===== config.mk =====
export PLATFORM = sky130hd
export DESIGN_NAME = pipelined_adder_sub
export DESIGN_NICKNAME = d
export VERILOG_FILES = /design/src/rtl/pipelined_adder_sub.sv
export SDC_FILE = /design/constraint.sdc
export NUM_CORES = 1
export LEC_CHECK = 0
export CAP_MARGIN = 40
export CELL_PAD_IN_SITES_DETAIL_PLACEMENT = 1
export CELL_PAD_IN_SITES_GLOBAL_PLACEMENT = 2
export CORE_UTILIZATION = 40
export DETAILED_ROUTE_END_ITERATION = 8
export PLACE_DENSITY_LB_ADDON = 0.1
export SETUP_SLACK_MARGIN = 0.05
export SYNTH_ARGS = -nofsm -noshare
export SYNTH_HDL_FRONTEND = slang
export SYNTH_SLANG_ARGS = --single-unit

===== constraint.sdc =====
create_clock -name clk -period 5 [get_ports clk]
set_input_delay 0.5 -clock clk [delete_from_list [all_inputs] [get_ports clk]]
set_output_delay 0.5 -clock clk [all_outputs]
set_load 0.03 [all_outputs]

===== src/rtl/pipelined_adder_sub.sv =====
// rtl/pipelined_adder_sub.sv - WIDTH-bit add/sub with the carry chain split into STAGES registered segments
// Valid/ready stream on both sides; one operation per cycle when not back-pressured.
module pipelined_adder_sub #(
  parameter int WIDTH  = 32,
  parameter int STAGES = 4
) (
  input  logic             clk,
  input  logic             rst_n,
  input  logic             in_valid,
  output logic             in_ready,
  input  logic [WIDTH-1:0] A,
  input  logic [WIDTH-1:0] B,
  input  logic             cin,
  input  logic             sub,
  output logic             out_valid,
  input  logic             out_ready,
  output logic [WIDTH-1:0] S,
  output logic             cout,
  output logic             ovf
);

  localparam int CHUNK = WIDTH / STAGES;
  localparam int LAST  = STAGES - 1;

  // Rank k holds an operation whose chunks below k are resolved into s_q and
  // whose carry into chunk k is c_q; the full operands travel with it.
  logic             v_q [STAGES];
  logic [WIDTH-1:0] a_q [STAGES];
  logic [WIDTH-1:0] b_q [STAGES];
  logic [WIDTH-1:0] s_q [STAGES];
  logic             c_q [STAGES];

  logic [CHUNK:0]   chunk_sum [STAGES];
  logic [WIDTH-1:0] s_d [STAGES];
  logic             c_d [STAGES];

  logic             out_valid_q;
  logic [WIDTH-1:0] s_out_q;
  logic             cout_q;
  logic             ovf_q;
  logic             ovf_d;
  logic             advance;

  assign advance  = out_ready || !out_valid_q;
  assign in_ready = advance;

  always_comb begin
    for (int k = 0; k < STAGES; k++) begin
      chunk_sum[k] = {1'b0, a_q[k][k*CHUNK +: CHUNK]}
                   + {1'b0, b_q[k][k*CHUNK +: CHUNK]}
                   + {{CHUNK{1'b0}}, c_q[k]};
      s_d[k] = s_q[k];
      s_d[k][k*CHUNK +: CHUNK] = chunk_sum[k][CHUNK-1:0];
      c_d[k] = chunk_sum[k][CHUNK];
    end
    ovf_d = (a_q[LAST][WIDTH-1] == b_q[LAST][WIDTH-1]) &&
            (s_d[LAST][WIDTH-1] != a_q[LAST][WIDTH-1]);
  end

  always_ff @(posedge clk) begin
    if (!rst_n) begin
      for (int k = 0; k < STAGES; k++) begin
        v_q[k] <= 1'b0;
        a_q[k] <= '0;
        b_q[k] <= '0;
        s_q[k] <= '0;
        c_q[k] <= 1'b0;
      end
      out_valid_q <= 1'b0;
      s_out_q     <= '0;
      cout_q      <= 1'b0;
      ovf_q       <= 1'b0;
    end else if (advance) begin
      v_q[0] <= in_valid;
      if (in_valid) begin
        a_q[0] <= A;
        b_q[0] <= sub ? ~B : B;
        s_q[0] <= '0;
        c_q[0] <= sub ? ~cin : cin;
      end
      // Bubbles shift their valid bit only, so data registers keep the last real op.
      for (int k = 1; k < STAGES; k++) begin
        v_q[k] <= v_q[k-1];
        if (v_q[k-1]) begin
          a_q[k] <= a_q[k-1];
          b_q[k] <= b_q[k-1];
          s_q[k] <= s_d[k-1];
          c_q[k] <= c_d[k-1];
        end
      end
      out_valid_q <= v_q[LAST];
      if (v_q[LAST]) begin
        s_out_q <= s_d[LAST];
        cout_q  <= c_d[LAST];
        ovf_q   <= ovf_d;
      end
    end
  end

  assign out_valid = out_valid_q;
  assign S         = s_out_q;
  assign cout      = cout_q;
  assign ovf       = ovf_q;

endmodule


==> results_dict.tcl, run 1 <==
set metrics [dict create \
    end_kind "output port" \
    whs_ns 0.454 \
    fin_setup_tns_ns 0 \
    rsz0062_at_grt "false" \
    fin_cells 1294 \
    synth_edf_count 210 \
    skew_ns 0.0156 \
    irDropWorstVdd_v 0.000216 \
    synth_seq_cells 251 \
    die_x_um 166 \
    cts.sinks 251 \
    grt_max_degree 44 \
    firstDrtPassIters 9 \
    io_pins 106 \
    worstMarginPinSlew_ns 0.879 \
    mostFrequentLayoutCells "edfxtp_1 (210), and2_1 (156), clkdlybuf4s50_1 (104), nand2_1 (66), nor2_1 (61)" \
    clockRootBuffer "clkbuf_16" \
    yosys.area.top_type "edfxtp_1" \
    core_um2 26200 \
    met1_length_mm 9.79 \
    power_mw 4.61 \
    n_antenna_cell 0 \
    hold_depth 2 \
    dieHeight_um 166 \
    dpl.hpwl_mm 13.9 \
    grt_pass1_wl_mm 32.8 \
    syn-num-nets 938 \
    cp.arrival_ns 2.03 \
    tritoncts "built" \
    worstSetupStartpointType "input pin" \
    crit_path_max_fanout 12 \
    io_buffers 105 \
    period_minus_slack_ns 2.53 \
    static-leakage-power_nw 4.88 \
    violations "design-rule violations" \
    postCtsHoldBufs 0 \
    maxCapViolations 0 \
    synth.distinct_cells 58 \
    ys_seq_area_share_pct 66.3 \
    drt_iter0_markers 266 \
    antenna_found_initial 0 \
    grt_pass1_vias 6448 \
    powerDensity_nw_per_um2 353 \
    avgSynthCellArea_um2 12.9 \
    grt.overflow.total 0 \
    postCtsResizedCells 0 \
    crit_type "in2out" \
    wl_per_cell_um 15.1 \
    drive_gt1_share_pct 6.36 \
    std_cell_rows 59 \
    nets 1046 \
    final_antenna_net_count 0 \
    slew_viol_final 0 \
    synthToLayoutAreaGrowth_pct 21.2 \
    numCtsBuffers 27 \
    h-tree-depth 1 \
    ys_warn_count 0 \
    met2_wirelength_mm 8.45 \
    top_layer "met4" \
    netlist.area_leader.share_pct 58.7 \
    fmax_mhz 395 \
    drc_errors 10 \
    netlist_area_um2 10700 \
    wirelength_mm 19.5 \
    worstRegToRegCells 7 \
    final_common_cell "edfxtp_1" \
    gp_congestion 0.771 \
    via_per_inst 4.74 \
    finalSetupViolations 0 \
    period_share_pct 50.6 \
    clk_latency_ns 0.52 \
    cts_setup_buffers 0 \
    relSlewSlack_pct 41.4 \
    crit_required_ns 4.50 \
    fin_util_pct 49.7 \
    clockBufferDepth 3 \
    vias 6140 \
    floorplan.initialDensity_pct 41.0 \
    hold_viol_final 0 \
    syn_inst 832 \
    status "finished with violations" \
    async_flop_share_pct 0 \
    min_path_type "reg2reg" \
    dr_wl_met3_um 984 \
    dieArea_um2 27500 \
    synth.area.top_cells "edfxtp_1 (59%), and2_1 (9.1%), dfxtp_1 (7.6%)" \
    dp.cells 1246 \
    grt.total_usage_pct 14.4 \
    clkTransAtPathRegs_ns 0.06 \
    ys.flop_type "edfxtp_1" \
]
[layer usage]
metal | GRT usage, % | vias up
met1 | 20.1 | 2869
met3 | 2.96 | 24
li1 | - | 3108
met2 | 22.9 | 139
met5 | 0 | -
met4 | 3.98 | 0
[cell usage after synthesis, drive strengths merged (3+ instances only)]
master  instances
a211oi         12
a21o            4
a21oi          32
and2          156
and3            3
buf            19
clkbuf         17
dfxtp          41
edfxtp        210
fa              8
ha             28
inv            22
mux2i           3
nand2          70
nand2b          5
nand3          12
nand4           3
nand4b          3
nor2           61
nor2b           8
nor3           13
o21a            5
o21ai          25
xnor2          36
xor2            5
[report_power, final]
part | switching [mW] | total (mW) | internal (mW) | leakage, nW
sequential | 0.0370 | 2.42 | 2.38 | 2.58
combinational | 0.185 | 0.342 | 0.157 | 1.89
clock | 0.756 | 1.84 | 1.09 | 0.403
total | 0.978 | 4.61 | 3.63 | 4.88
[final cells by class]
cell class | count | area, µm²
multi-input combinational | 523 | 3390
tap | 335 | 419
fill | 2665 | 13200
clock buffer | 40 | 754
clock inverter | 8 | 62.6
inverter | 22 | 85.1
sequential | 251 | 7130
timing repair buffer | 115 | 1200
[cells by family after synthesis]
logic type	after synthesis	share of synthesized area, %
compound gates	95	5.40
xor+xnor	41	3.34
fa+ha+maj	36	4.75
buf+inv	58	2.36
flops	251	66.3
mux	3	0.279
simple gates	348	17.6
[worst max-delay path, stage by stage]
cell	delay [ns]
clkdlybuf4s50_1	0.44
nor2b_4	0.30
inv_4	0.16
clkdlybuf4s50_1	0.63
[registers in the layout (all words and copies together), names as in the netlist]
| name | cells |
|---|---|
| a_q | 80 |
| b_q | 80 |
| v_q | 4 |
| cout | 1 |
| s_q | 48 |
| S | 32 |
| out_valid | 1 |
| ovf | 1 |
| c_q | 4 |
[final timing paths]
kind | start | to | slack, ns
max | out_ready | in_ready | 2.47
min | S[24]$_SDFFE_PN0P_ | S[24]$_SDFFE_PN0P_ | 0.45
max reg2reg | a_q[3][24]$_SDFFCE_PN0P_ | cout$_SDFFE_PN0P_ | 2.61
min reg2reg | S[24]$_SDFFE_PN0P_ | S[24]$_SDFFE_PN0P_ | 0.45
[through the flow]
step,setup WS [ns],area [µm²]
after floorplan,1.00,10700
after global placement,1.66,12100
after detailed placement,2.18,12200
after CTS,2.46,13000
after global routing,2.42,13000
final,2.47,13000
No activity file was read; power rests on OpenSTA's default activity.
==> run 2, diff against run 1 <==
==> constraint.sdc (replaced) <==
create_clock -name clk -period 2.4 [get_ports clk]
set_input_delay 0.24 -clock clk [delete_from_list [all_inputs] [get_ports clk]]
set_output_delay 0.24 -clock clk [all_outputs]
set_load 0.03 [all_outputs]
==> run 2 against run 1 <==
  * The flow still finishes with violations (design-rule violations)
  * Count of clock-buffer cells in the layout is 11 lower
  * Critical path depth is 4 higher
  * Final area rose by 1.3%
==> results_dict.tcl, run 2 (synthesis gave the netlist of run 1 again) <==
set metrics [dict create \
    status "finished with violations" \
    violations "design-rule violations" \
    via_per_inst 4.72 \
    final_common_cell "edfxtp_1" \
    die_x_um 166 \
    cpMaxStageDelayCell "or4b_1" \
    cts.sinks 251 \
    min_path_type "in2reg" \
    dpl-instance-area_um2 12300 \
    powerDensity_nw_per_um2 744 \
    io_pins 106 \
    seq_area_um2 7130 \
    grt_pass1_vias 6505 \
    antenna_found_initial 0 \
    hold_viol_final 0 \
    design_area_um2 13200 \
    critical_path.max_stage_delay_ns 0.48 \
    grt_max_degree 65 \
    wl_per_cell_um 15.0 \
    dpl.hpwl_mm 14.3 \
    relSlewSlack_pct 59.4 \
    drc_errors 13 \
    rsz0062_at_grt "false" \
    multi_input_area_um2 3420 \
    fill_cells 2656 \
    finalSetupViolations 0 \
    mostFrequentLayoutCells "edfxtp_1 (210), and2_1 (156), clkdlybuf4s50_1 (104), nand2_1 (66), nor2_1 (61)" \
    postCtsHoldBufs 0 \
    drive_gt1_share_pct 8.98 \
    clkTransAtPathRegs_ns 0.06 \
    tritoncts "built" \
    gp_congestion 0.794 \
    crit_path_max_fanout 4 \
    fin_setup_tns_ns 0 \
    clockRootBuffer "clkbuf_16" \
    static-leakage-power_nw 4.95 \
    fmax_mhz 445 \
    grt.overflow.total 0 \
    maxCapViolations 0 \
    period_share_pct 93.7 \
    dieArea_um2 27500 \
    cts_setup_buffers 0 \
    irDropWorstVdd_v 0.000529 \
    crit_required_ns 2.78 \
    grt.total_usage_pct 14.5 \
    worstRegToRegCells 8 \
    worstMarginPinSlew_ns 0.607 \
    slew_viol_final 0 \
    io_buffers 105 \
    synthToLayoutAreaGrowth_pct 22.8 \
    vias 6156 \
    nets 1056 \
    std_cell_rows 59 \
    dieHeight_um 166 \
    period_minus_slack_ns 2.25 \
    n_antenna_cell 0 \
    crit_type "reg2reg" \
    h-tree-depth 1 \
    largest_registers "a_q (80), b_q (80), s_q (48)" \
    crit_chain "fa_2 > inv_1 > fa_1 > and2b_1 > o21a_1 > o21ai_2 > or4b_1 > nand3_1" \
    numCtsBuffers 27 \
    firstDrtPassIters 8 \
    final_antenna_net_count 0 \
    drt_iter0_markers 376 \
    end_kind "flop" \
    cp.arrival_ns 2.63 \
    grt_pass1_wl_mm 33.3 \
    core_um2 26200 \
    floorplan.initialDensity_pct 41.0 \
    worstSetupStartpointType "flop" \
    skew_ns 0.00738 \
    wirelength_mm 19.6 \
    hold_depth 4 \
    clk_latency_ns 0.52 \
    clockBufferDepth 3 \
]
run 2: cell type report:
class	count	area share (%)
Tap cell	335	3.18
Timing Repair Buffer	125	9.69
Clock inverter	19	1.42
Multi-Input combinational cell	523	25.9
Inverter	22	0.645
Sequential cell	251	54.0
Clock buffer	29	5.18
run 2: path summary, 6_finish.rpt:
| kind | from | end | slack (ns) |
|---|---|---|---|
| hold / removal | sub | c_q[0]$_DFF_P_ | 0.28 |
| hold reg to reg | S[22]$_SDFFE_PN0P_ | S[22]$_SDFFE_PN0P_ | 0.46 |
| setup reg to reg | b_q[1][8]$_SDFFCE_PN0P_ | s_q[2][14]$_SDFFCE_PN0P_ | 0.15 |
| setup / recovery | b_q[1][8]$_SDFFCE_PN0P_ | s_q[2][14]$_SDFFCE_PN0P_ | 0.15 |
run 2: power by group:
part           switching (mW)  internal, mW
Clock                    1.65          2.39
Combinational           0.393         0.345
Sequential             0.0739          4.96
Total                    2.12          7.69
run 2: worst max-delay path, delay by kind of cell, from the launching register on:
kind,cells,cell delay (ns)
fa+ha+maj,2,0.61
compound gates,2,0.24
simple gates,3,0.82
buf+inv,1,0.07
flops,1,0.37
run 2: stage by stage:
| step | utilization [%] | power [mW] | instances | setup slack, ns | hold slack, ns |
|---|---|---|---|---|---|
| 2_1_floorplan | - | 5.55 | 832 | 0.192 | 0.418 |
| 4_1_cts | 50.3 | 9.96 | 1304 | 0.0657 | 0.260 |
| 5_1_grt | 50.4 | 10.2 | 1304 | 0.0450 | 0.352 |
| 3_5_place_dp | 46.9 | 5.87 | 1256 | 0.0459 | 0.452 |
| 6_report | 50.4 | 9.81 | 1304 | 0.152 | 0.281 |
| 3_3_place_gp | 46.8 | 5.83 | 1255 | 0.132 | 0.445 |
run 2: routing by layer:
layer  share of wire, %  global-route usage [%]  vias up
li1                   -                       -     3139
met1                 50                    20.3     2859
met2                 44                    23.5      128
met3                4.2                    2.57       30
met4                1.6                    3.70        0
met5                  0                       0        -
run 2: what timing repair did:
| item | in CTS | in global routing |
|---|---|---|
| resized for setup | 1 | 9 |
| pin swaps | 1 | 1 |
| setup endpoints to repair | 2 | 5 |
==> RTL change (settings of run 2) <==
`WIDTH`: 32 -> 64.
--- a/src/rtl/pipelined_adder_sub.sv
+++ b/src/rtl/pipelined_adder_sub.sv
@@ -3,3 +3,3 @@
 module pipelined_adder_sub #(
-  parameter int WIDTH  = 32,
+  parameter int WIDTH  = 64,
   parameter int STAGES = 4
Ports: changed (resized A, B and S); port bits go from 106 to 202. The function was not compared with the original's and may differ.
==> RTL change against run 2 <==
- the flow finishes with violations (setup timing)
- critical path depth is the same
- global-route usage grew 2.5 points
- synthesized cell count grew 98%
- combinational power grew 130%
- sequential cell count grew 240
- maximum frequency shrank 14%
- final area grew 100%
- routed wire length grew 130%
- synthesized area grew 97%
- power grew 96%
- worst setup slack lost 0.37 ns
- via count grew 110%
- clock skew grew 0.0017 ns
- largest power group unchanged
==> RTL change: results (changes against run 2) <==
outcome=finished with violations (unchanged); failing checks=setup timing (was DRC); multi-input combinational area share=26.9% (was 25.9%); final worst setup slack=-0.217 ns (was 0.152 ns); Iter 0 DRT Violations=448 (was 376); Inst Count DP=2,498 (was 1,256); GR Util All Layers=17.1% (was 14.5%); Seq area share=53.0% (was 54.0%); Area growth, synth to finish=25.1% (was 22.8%); delay-heaviest family, CP=compound AO/OA/AOI/OAI gates (was simple AND/OR/NAND/NOR gates); syn_nets=1,848 (was 938); DP Area=24,400 sq um (was 12,300 sq um); vias in the first global route=13,500 (was 6,505); synth top area cells=edfxtp_1 (59%), and2_1 (9.2%), dfxtp_1 (6.9%), ha_1 (3.6%), xnor2_1 (3.5%) (was edfxtp_1 (59%), and2_1 (9.1%), dfxtp_1 (7.6%), ha_1 (3.3%), xnor2_1 (2.9%)); top cells by count, synth=edfxtp_1 (418), and2_1 (310), nand2_1 (141) (was edfxtp_1 (210), and2_1 (156), nand2_1 (69)); reg-to-reg endpoint=cout$_SDFFE_PN0P_ (was s_q[2][14]$_SDFFCE_PN0P_); multi-input logic cell count=1,051 (was 523); CTS Buffer Depth=3 (unchanged); EDFF count, synth=418 (was 210); flops & latches, synth=491 (was 251); DR pass1 iterations=4 (was 8); routability cong.=0.812 (was 0.794); Peak VDD IR=462 uV (was 529 uV); Num CTS Buffers=52 (was 27); first-pass GRT wire length=71,400 microns (was 33,300 microns); Fin Setup TNS=-0.739 ns (was 0 ns); Reg2Reg Depth=8 (unchanged); nets=2,087 (was 1,056); buffer share of cell area=10.4% (was 9.69%); largest stage delay on the critical path=0.43 ns (was 0.48 ns); worst setup path start=c_q[3]$_DFFE_PP_ (was b_q[1][8]$_SDFFCE_PN0P_); Max Clock Skew=0.00909 ns (was 0.00738 ns); worst skew pair latency=0.58 ns (was 0.52 ns); fraction of layout cells with a size suffix above 1=11.3% (was 8.98%); via/cell ratio=4.89 (was 4.72); clock network area share=6.09% (was 6.60%); biggest regs=a_q x160, b_q x160, s_q x96 (was a_q x80, b_q x80, s_q x48); fill count=5,267 (was 2,656); DPL Wire Length=31,400 microns (was 14,300 microns); Post-Synthesis Cells=1,646 (was 832); worst path arrival time=3.07 ns (was 2.63 ns); initial antenna violation count=1 (was 0); H-Tree Depth=2 (was 1); invs w/o clock=25 (was 22); Crit-path slowest cell=fa_2 (was or4b_1); post-placement worst setup slack=-0.226 ns (was 0.0459 ns); post-synthesis cell type count=57 (was 58); pin count of the biggest net entering global routing=69 (was 65); Slew HR=60.9% (was 59.4%); final-report setup violation count=5 (was 0); drt total wl=45,300 microns (was 19,600 microns); WL/cell=17.4 microns (was 15.0 microns); IO Port Bufs=201 (was 105); fin area=26,400 sq um (was 13,200 sq um); Seq/Total Area, Yosys=66.3% (about the same); leakage=9.91 nW (was 4.95 nW); final-layout clock buffer total=73 (was 29); path type of the worst min-delay path=input port to register (unchanged); Non-CTS buffers=264 (was 125)
## RTL change: report_power, final
part	switching, mW	total, mW	internal (mW)
registers	0.126	9.86	9.73
logic	0.932	1.72	0.786
clock network	3.15	7.63	4.48
## RTL change: worst min-delay path by stage
stage,from,endpoint,slack (ns),cells after the start
2_1_floorplan,cin,c_q[0]$_DFF_P_,0.42,2
3_3_place_gp,S[51]$_SDFFE_PN0P_,S[51]$_SDFFE_PN0P_,0.44,2
3_5_place_dp,S[51]$_SDFFE_PN0P_,S[51]$_SDFFE_PN0P_,0.45,2
4_1_cts,rst_n,c_q[0]$_DFF_P_,0.1,3
5_1_grt,rst_n,c_q[0]$_DFF_P_,0.15,3
6_report,rst_n,c_q[0]$_DFF_P_,0.13,3
## RTL change: logic make-up (layout without fill, tap and decap cells)
group	after synthesis	after routing	share of synthesized area (%)
adder cells (fa/ha/maj)	68	68	4.31
XOR/XNOR	99	99	4.10
buffers and inverters	104	381	1.94
multiplexers	5	5	0.237
AO/OA/AOI/OAI	212	212	6.56
AND/OR/NAND/NOR	667	667	16.5
flip-flops	491	491	66.3
## RTL change: timing repair
| action | CTS | global route |
|---|---|---|
| resized for setup | 27 | 44 |
| setup buffers | 5 | 8 |
| setup endpoints to repair | 24 | 34 |
| pin swaps | 18 | 34 |
## RTL change: layer usage
metal | up-vias | GRT usage [%] | part of all wire (%)
met5 | - | 0 | 0.024
met4 | 2 | 5.00 | 2.0
met3 | 63 | 3.13 | 4.4
met2 | 179 | 31.2 | 52
met1 | 6233 | 20.3 | 42
li1 | 6254 | - | -
## RTL change: tightest hold or removal path: stages
cell and delay [ns]:
buf_2 0.23, nand3_1 0.12, o21ai_0 0.07
